==> config.mk <==
export PLATFORM = sky130hd
export DESIGN_NAME = mem_arbiter
export DESIGN_NICKNAME = d
export VERILOG_FILES = /design/src/rtl/mem_arbiter.sv
export SDC_FILE = /design/constraint.sdc
export NUM_CORES = 1
export LEC_CHECK = 0
export ABC_CLOCK_PERIOD_IN_PS = 1600
export CAP_MARGIN = 20
export CORE_UTILIZATION = 37
export CTS_CLUSTER_SIZE = 10
export DETAILED_ROUTE_END_ITERATION = 10
export HOLD_SLACK_MARGIN = 0.15
export MAX_ROUTING_LAYER = met4
export PLACE_DENSITY = 0.76
export SLEW_MARGIN = 25
export SYNTH_ARGS = -nofsm -noshare
export SYNTH_HDL_FRONTEND = slang
export SYNTH_SLANG_ARGS = --single-unit
export TNS_END_PERCENT = 10
==> constraint.sdc <==
create_clock -name clk -period 1.6 [get_ports clk]
set_clock_uncertainty 0.1 [all_clocks]
set_input_delay 0.24 -clock clk [delete_from_list [all_inputs] [get_ports clk]]
set_output_delay 0.24 -clock clk [all_outputs]
set_load 0.02 [all_outputs]
==> src/rtl/mem_arbiter.sv <==
// Two-port round-robin arbiter sharing one handshaked memory port between the
// data cache (port 0) and instruction cache (port 1), with a per-transaction watchdog.
module mem_arbiter #(
  parameter int TIMEOUT = 64
) (
  input  logic        clk,
  input  logic        rst,
  input  logic        req_0,
  input  logic [31:0] address_0,
  input  logic [31:0] i_val_0,
  input  logic        op_type_0,
  output logic        ack_0,
  output logic [31:0] o_val_0,
  input  logic        req_1,
  input  logic [31:0] address_1,
  input  logic [31:0] i_val_1,
  input  logic        op_type_1,
  output logic        ack_1,
  output logic [31:0] o_val_1,
  output logic        mem_req,
  output logic [31:0] mem_address,
  output logic [31:0] mem_i_val,
  output logic        mem_op_type,
  input  logic        mem_ready,
  input  logic [31:0] mem_o_val,
  output logic        timeout
);

  typedef enum logic [1:0] {IDLE, BUSY, ACK} state_t;

  localparam logic [7:0] WD_LAST = 8'(TIMEOUT - 1);

  state_t      state_q;
  logic        owner_q;
  logic        last_grant_q;
  logic [7:0]  wd_cnt_q;
  logic [1:0]  ack_q;
  logic [31:0] o_val_q [2];
  logic        mem_req_q;
  logic [31:0] mem_address_q;
  logic [31:0] mem_i_val_q;
  logic        mem_op_type_q;
  logic        timeout_q;

  // Winner selection: a lone requester wins; on a tie the port not served last wins.
  logic        grant_d;
  logic        any_req_d;
  logic [31:0] address_d;
  logic [31:0] i_val_d;
  logic        op_type_d;

  always_comb begin
    any_req_d = req_0 | req_1;
    grant_d   = (req_0 & req_1) ? ~last_grant_q : req_1;
    address_d = grant_d ? address_1 : address_0;
    i_val_d   = grant_d ? i_val_1   : i_val_0;
    op_type_d = grant_d ? op_type_1 : op_type_0;
  end

  always_ff @(posedge clk or negedge rst) begin
    if (!rst) begin
      state_q       <= IDLE;
      owner_q       <= 1'b0;
      last_grant_q  <= 1'b1;
      wd_cnt_q      <= 8'd0;
      ack_q         <= 2'b00;
      o_val_q[0]    <= 32'd0;
      o_val_q[1]    <= 32'd0;
      mem_req_q     <= 1'b0;
      mem_address_q <= 32'd0;
      mem_i_val_q   <= 32'd0;
      mem_op_type_q <= 1'b0;
      timeout_q     <= 1'b0;
    end else begin
      case (state_q)
        IDLE: begin
          ack_q <= 2'b00;
          if (any_req_d) begin
            owner_q       <= grant_d;
            last_grant_q  <= grant_d;
            mem_address_q <= address_d;
            mem_i_val_q   <= i_val_d;
            mem_op_type_q <= op_type_d;
            mem_req_q     <= 1'b1;
            wd_cnt_q      <= 8'd0;
            state_q       <= BUSY;
          end
        end
        BUSY: begin
          // mem_ready takes priority over a watchdog expiry on the same edge.
          if (mem_ready) begin
            if (!mem_op_type_q) begin
              o_val_q[owner_q] <= mem_o_val;
            end
            ack_q[owner_q] <= 1'b1;
            mem_req_q      <= 1'b0;
            state_q        <= ACK;
          end else if (wd_cnt_q == WD_LAST) begin
            o_val_q[owner_q] <= 32'd0;
            timeout_q        <= 1'b1;
            ack_q[owner_q]   <= 1'b1;
            mem_req_q        <= 1'b0;
            state_q          <= ACK;
          end else begin
            wd_cnt_q <= wd_cnt_q + 8'd1;
          end
        end
        ACK: begin
          ack_q   <= 2'b00;
          state_q <= IDLE;
        end
        default: begin
          ack_q     <= 2'b00;
          mem_req_q <= 1'b0;
          state_q   <= IDLE;
        end
      endcase
    end
  end

  assign ack_0       = ack_q[0];
  assign ack_1       = ack_q[1];
  assign o_val_0     = o_val_q[0];
  assign o_val_1     = o_val_q[1];
  assign mem_req     = mem_req_q;
  assign mem_address = mem_address_q;
  assign mem_i_val   = mem_i_val_q;
  assign mem_op_type = mem_op_type_q;
  assign timeout     = timeout_q;

endmodule

==> flow_summary.toml, run 1 <==
[power_and_ir_drop]
power.density_nw_per_um2 = 1850
p_switching_mw = 7.63
internal_power_mw = 11.5
switching_share = 0.400
p_leak_nw = 4.74
p_clk_frac = 0.205
max-vdd-ir-drop_mv = 0.943
pwr-share-seq = 0.328
p_total_mw = 19.1
comb_power_share = 0.467

[die]
die_area_sq_um = 17200
die_width_microns = 131
core_area_sq_um = 16100
rows = 46
dieHeight_microns = 131
io_pins = 300
start_util = 0.384

[finish]
final_common_cell = "clkdlybuf4s50_1"
fin_cells = 1070
insertedDiodeCount = 0
syn_to_final_growth_pct = 66.9
nets = 1009
drive_gt1_frac = 0.126
final_cell_mix = "clkdlybuf4s50_1 (164), dfrtp_1 (144), dlygate4sd2_1 (132), nand2_1 (72), mux2i_1 (70)"

[clock_tree]
cts_tree = "yes"
clkTransAtPathRegs_ns = 0.06
htreeDepth = 4
post_cts_buffers = 0
cts_inserted_buffers = 17
clock_latency_ns = 0.42
clk_path_buf_depth = 2
cts_sinks = 145
cts-root-buf = "clkbuf_16"

[sta]
tightest_slew_ns = 0.385
slew_headroom = 0.743
min_period_ns = 1.65
fin_ws_ns = -0.0534
max_freq_mhz = 605
setup_viol = 58
slew_viol_final = 0
hold_viol = 0
rsz0062_at_grt = "true"
finalCritPeriodShare = 1.03

[setup_path]
end_kind = "flop"
crit_required_ns = 1.85
critPathLaunchType = "flop"
arrival_ns = 1.90
path_class = "flop to flop"
path_max_fanout = 6

[run_status]
status = "finished with violations"
violations = "setup timing"

[worst_hold_path]
worstHoldPathType = "input port to flop"

[global_routing]
grt_max_degree = 43
grt_use_met3 = 0.0575
overflow = 0
grt_pass1_vias = 5815
use_met2 = 0.393
grt-busiest-layer = "met2"
grt_pass1_wl_mm = 30.3
met1_usage = 0.262
grt_antenna_before_repair = 0
grtUsageTotal = 0.230

[placed_design]
hpwlAfterDp_mm = 13.9
io_buffer_count = 299
pre_cts_ws_ns = -0.393
placed_cells = 1037
place.gp.congestion = 0.842

[routing]
drt-initial-drc-count = 197
wl_per_cell_microns = 17.3
drc = 0
viasPerCell = 5.14
drt_wl_total_mm = 18.5
dr.pass1.iters = 7
ant_nets = 0
num_vias = 5501

[yosys]
synthesis.area_sq_um = 6180
synth_async_sr_flop_share = 1.00
seq_area_frac_synth = 0.587
ys_ff_latch = 145
synth_cell_types = 41
synth-edff-count = 0
syn-num-nets = 684
yosys-top-cells-area = "dfrtp_1 (58%), mux2i_1 (11%), a32o_1 (10%)"
syn_area_per_cell_sq_um = 12.0
yosysTopAreaCellShare = 0.583
yosysWarnings = 0
syn_inst = 516
yosys.area.top_type = "dfrtp_1"
synth_ff_type = "dfrtp_1"

[run]
cap_viol_max_count = 0
[cells by family after synthesis]
kind of cell,count (synthesis),share of synthesized area
AO/OA/AOI/OAI,157,0.187
adder cells (fa/ha/maj),1,0.00202
buffers and inverters,48,0.0368
flip-flops,145,0.587
multiplexers,70,0.113
AND/OR/NAND/NOR,95,0.0739
[power groups by stage]
stage | Combinational [mW] | Sequential (mW) | Clock (mW)
after floorplan | 2.96 | 8.14 | 0
after global placement | 9.84 | 6.28 | 0
after detailed placement | 10.1 | 6.36 | 0
after CTS | 8.99 | 6.27 | 4.00
after global routing | 9.55 | 6.48 | 4.17
final | 8.91 | 6.27 | 3.90
[worst max-delay path, stage by stage (launching register included)]
cell	delay, ns
dfrtp_1	0.39
ha_4	0.17
nand3_4	0.12
or3_4	0.35
or3_4	0.33
a21oi_2	0.12
[cell usage after synthesis, drive strengths merged, types with 4 or more instances]
cell / instances
mux2i: 70
nand2b: 4
nand2: 72
nor2: 5
o21ai: 72
clkbuf: 10
a21oi: 7
buf: 33
dfrtp: 144
a32o: 64
inv: 5
[path summary, 6_finish.rpt]
| kind | slack (ns) | endpoint | depth (start not counted) | start |
|---|---|---|---|---|
| worst max-delay path | -0.05 | wd_cnt_q[6] | 5 | wd_cnt_q[0] |
| worst min-delay path | 0.12 | last_grant_q | 3 | req_1 |
| worst max register to register | -0.05 | wd_cnt_q[6] | 5 | wd_cnt_q[0] |
| worst min register to register | 0.37 | timeout | 2 | timeout |
| max in group asynchronous | 0.62 | mem_address[11] | 3 | rst |
| min in group asynchronous | 0.20 | mem_i_val[15] | 2 | rst |
[cell type report]
class                   instances  area [sq um]
multi-input cells             323          2410
fillers                      1285          5800
clock inverters                14           144
well taps                     216           270
flip-flops and latches        145          3630
clock buffers                  18           439
inverters                       5          18.8
repair buffers                349          3410
[timing repair]
| item | 4_1_cts | 5_1_grt |
|---|---|---|
| pin swaps | 1 | 4 |
| gates resized for setup | 137 | 12 |
| endpoints found under the setup margin | 202 | 111 |
| endpoints found under the hold margin | 145 | 0 |
| hold buffers | 1 | 0 |
[sequential cells by signal, indices dropped and copies added (netlist names)]
register	flops
timeout	1
state_q	2
mem_address	32
mem_op_type	1
ack_q	2
o_val_0	32
mem_req	1
owner_q	1
wd_cnt_q	8
o_val_1	32
mem_i_val	32
last_grant_q	1
[stage by stage]
step	hold slack, ns	utilization	setup TNS (ns)	cell area, sq um
2_1_floorplan	-0.156	-	-0.0217	6180
3_3_place_gp	0.0687	0.610	-32.46	9830
3_5_place_dp	0.0787	0.610	-35.77	9830
4_1_cts	0.203	0.638	-2.39	10300
5_1_grt	0.162	0.640	-5.66	10300
6_report	0.122	0.640	-1.06	10300
[per-layer routing]
| metal | up-vias | routed length, microns |
|---|---|---|
| met1 | 2636 | 7560 |
| met3 | 28 | 1110 |
| met2 | 259 | 9520 |
| met4 | 0 | 312 |
| li1 | 2578 | - |
| met5 | - | 0 |
No activity file was read; power rests on OpenSTA's default activity.
==> run 2, diff against run 1 <==
Settings changed: CORE_ASPECT_RATIO from default to 0.6.
==> run 2 against run 1 <==
Compared with the run above:
- the run still ends with setup timing left
- cell count rose by 1.0%
- total power fell by 1.4%
- via count fell by 1.1%
- sequential share of layout area rose by 0.34 points
- design area fell by 0.93%
- sequential cell count did not move
- utilization fell by 1.2 points
- worst setup slack got worse by 0.042 ns
- die area barely moved
- clock power barely moved
- worst hold slack improved by 0.12 ns
- critical endpoint unchanged
- largest power group unchanged
==> flow_summary.toml, run 2 (synthesized netlist as in run 1, its figures left out) <==
[sta]
holdWs_ns = 0.240
tightest_slew_ns = 0.470
rsz0062_at_grt = "true"
setup_tns_ns = -2.14
setup_viol = 70
min_period_ns = 1.70
slew_headroom = 0.686
max_freq_mhz = 590
fin_ws_ns = -0.0953
slew_viol_final = 0
finalCritPeriodShare = 1.06
hold_viol = 0

[clock_tree]
cts-root-buf = "clkbuf_16"
htreeDepth = 4
cts_tree = "yes"
clkTransAtPathRegs_ns = 0.07
cts_sinks = 145
clock_latency_ns = 0.41
cts_inserted_buffers = 17
clk_path_buf_depth = 2

[run]
cap_viol_max_count = 0

[finish]
insertedDiodeCount = 0
drive_gt1_frac = 0.121
fill_cells = 1322
multi_input_area_sq_um = 2380
utilization = 0.629
final_cell_mix = "clkdlybuf4s50_1 (165), dfrtp_1 (143), dlygate4sd2_1 (132), nand2_1 (72), mux2i_1 (70)"
seq_area_sq_um = 3630
nets = 1008
final_area_sq_um = 10200
final_common_cell = "clkdlybuf4s50_1"
fin_cells = 1081
syn_to_final_growth_pct = 65.3

[die]
start_util = 0.380
die_width_microns = 169
io_pins = 300
rows = 36
dieHeight_microns = 102
die_area_sq_um = 17200
core_area_sq_um = 16300

[routing]
viasPerCell = 5.03
num_vias = 5439
drt-initial-drc-count = 329
ant_nets = 0
drt_wl_total_mm = 19.1
dr.pass1.iters = 5
drc = 0
wl_per_cell_microns = 17.7

[worst_hold_path]
worstHoldPathType = "input port to asynchronous set/reset pin"

[global_routing]
grt_pass1_vias = 5577
grt_antenna_before_repair = 0
grtUsageTotal = 0.228
grt_max_degree = 87
grt_pass1_wl_mm = 29.4
overflow = 0

[setup_path]
arrival_ns = 1.93
path_class = "flop to flop"
path_max_fanout = 6
rrSetupSlack_ns = -0.1
end_kind = "flop"
r2r-start = "wd_cnt_q[0]"
critPathLaunchType = "flop"
timing.rr.end = "wd_cnt_q[6]"
crit_required_ns = 1.84
r2r_cells = 5

[power_and_ir_drop]
power.density_nw_per_um2 = 1840
max-vdd-ir-drop_mv = 0.823
p_leak_nw = 4.67
p_total_mw = 18.8

[placed_design]
pre_cts_ws_ns = -0.361
place_area_sq_um = 9750
hpwlAfterDp_mm = 14.5
place.gp.congestion = 0.879
placed_cells = 1047
io_buffer_count = 299

[run_status]
status = "finished with violations"
violations = "setup timing"
run 2: cell types whose count changed in the layout (fill, tap and decap cells not counted), moves of 2 or more:
cell / previous run / this run
buf_12: 16 / 9
clkbuf_8: 1 / 3
buf_4: 33 / 39
a32o_1: 61 / 64
a32o_2: 3 / 0
inv_6: 6 / 3
run 2: worst max-delay path by stage:
stage                            from      endpoint  slack [ns]  depth (start not counted)
after floorplan           wd_cnt_q[0]   wd_cnt_q[6]       -0.02                          5
after global placement          req_0   wd_cnt_q[4]       -0.31                          5
after detailed placement        req_1  mem_i_val[7]       -0.36                          6
after CTS                 wd_cnt_q[0]   wd_cnt_q[6]       -0.10                          5
after global routing      wd_cnt_q[0]   wd_cnt_q[6]       -0.15                          5
final                     wd_cnt_q[0]   wd_cnt_q[6]        -0.1                          5
run 2: repair_timing:
item | 4_1_cts | 5_1_grt
gates resized for setup | 136 | 8
endpoints found under the hold margin | 145 | 0
pin swaps | 1 | 5
buffers inserted | 0 | 1
endpoints found under the setup margin | 203 | 97
hold buffers | 1 | 0
run 2: critical path, cell delays in order (launching register included):
cell and delay, ns:
dfrtp_1 0.37, ha_2 0.21, nand3_4 0.13, or3_4 0.36, or3_1 0.32, a21oi_2 0.12
run 2: cell type report:
| class | count | area share |
|---|---|---|
| clock buffer | 20 | 0.0457 |
| clock inverter | 12 | 0.0120 |
| inverter | 5 | 0.00184 |
| multi-input combinational | 323 | 0.233 |
| sequential | 145 | 0.355 |
| tap | 228 | 0.0279 |
| timing repair buffer | 348 | 0.324 |
run 2: metal layers:
layer  up-vias  global-route usage  share of wire
met4         0              0.0685         0.0080
met2       192               0.380           0.49
met1      2658               0.282           0.44
li1       2575                   -              -
met3        14              0.0484          0.059
met5         -                   -              0
run 2: report_power, final:
part | switching (mW) | leakage (nW) | internal (mW)
Sequential | 0.907 | 1.81 | 5.32
Clock | 1.61 | 0.274 | 2.30
Combinational | 5.03 | 2.59 | 3.65
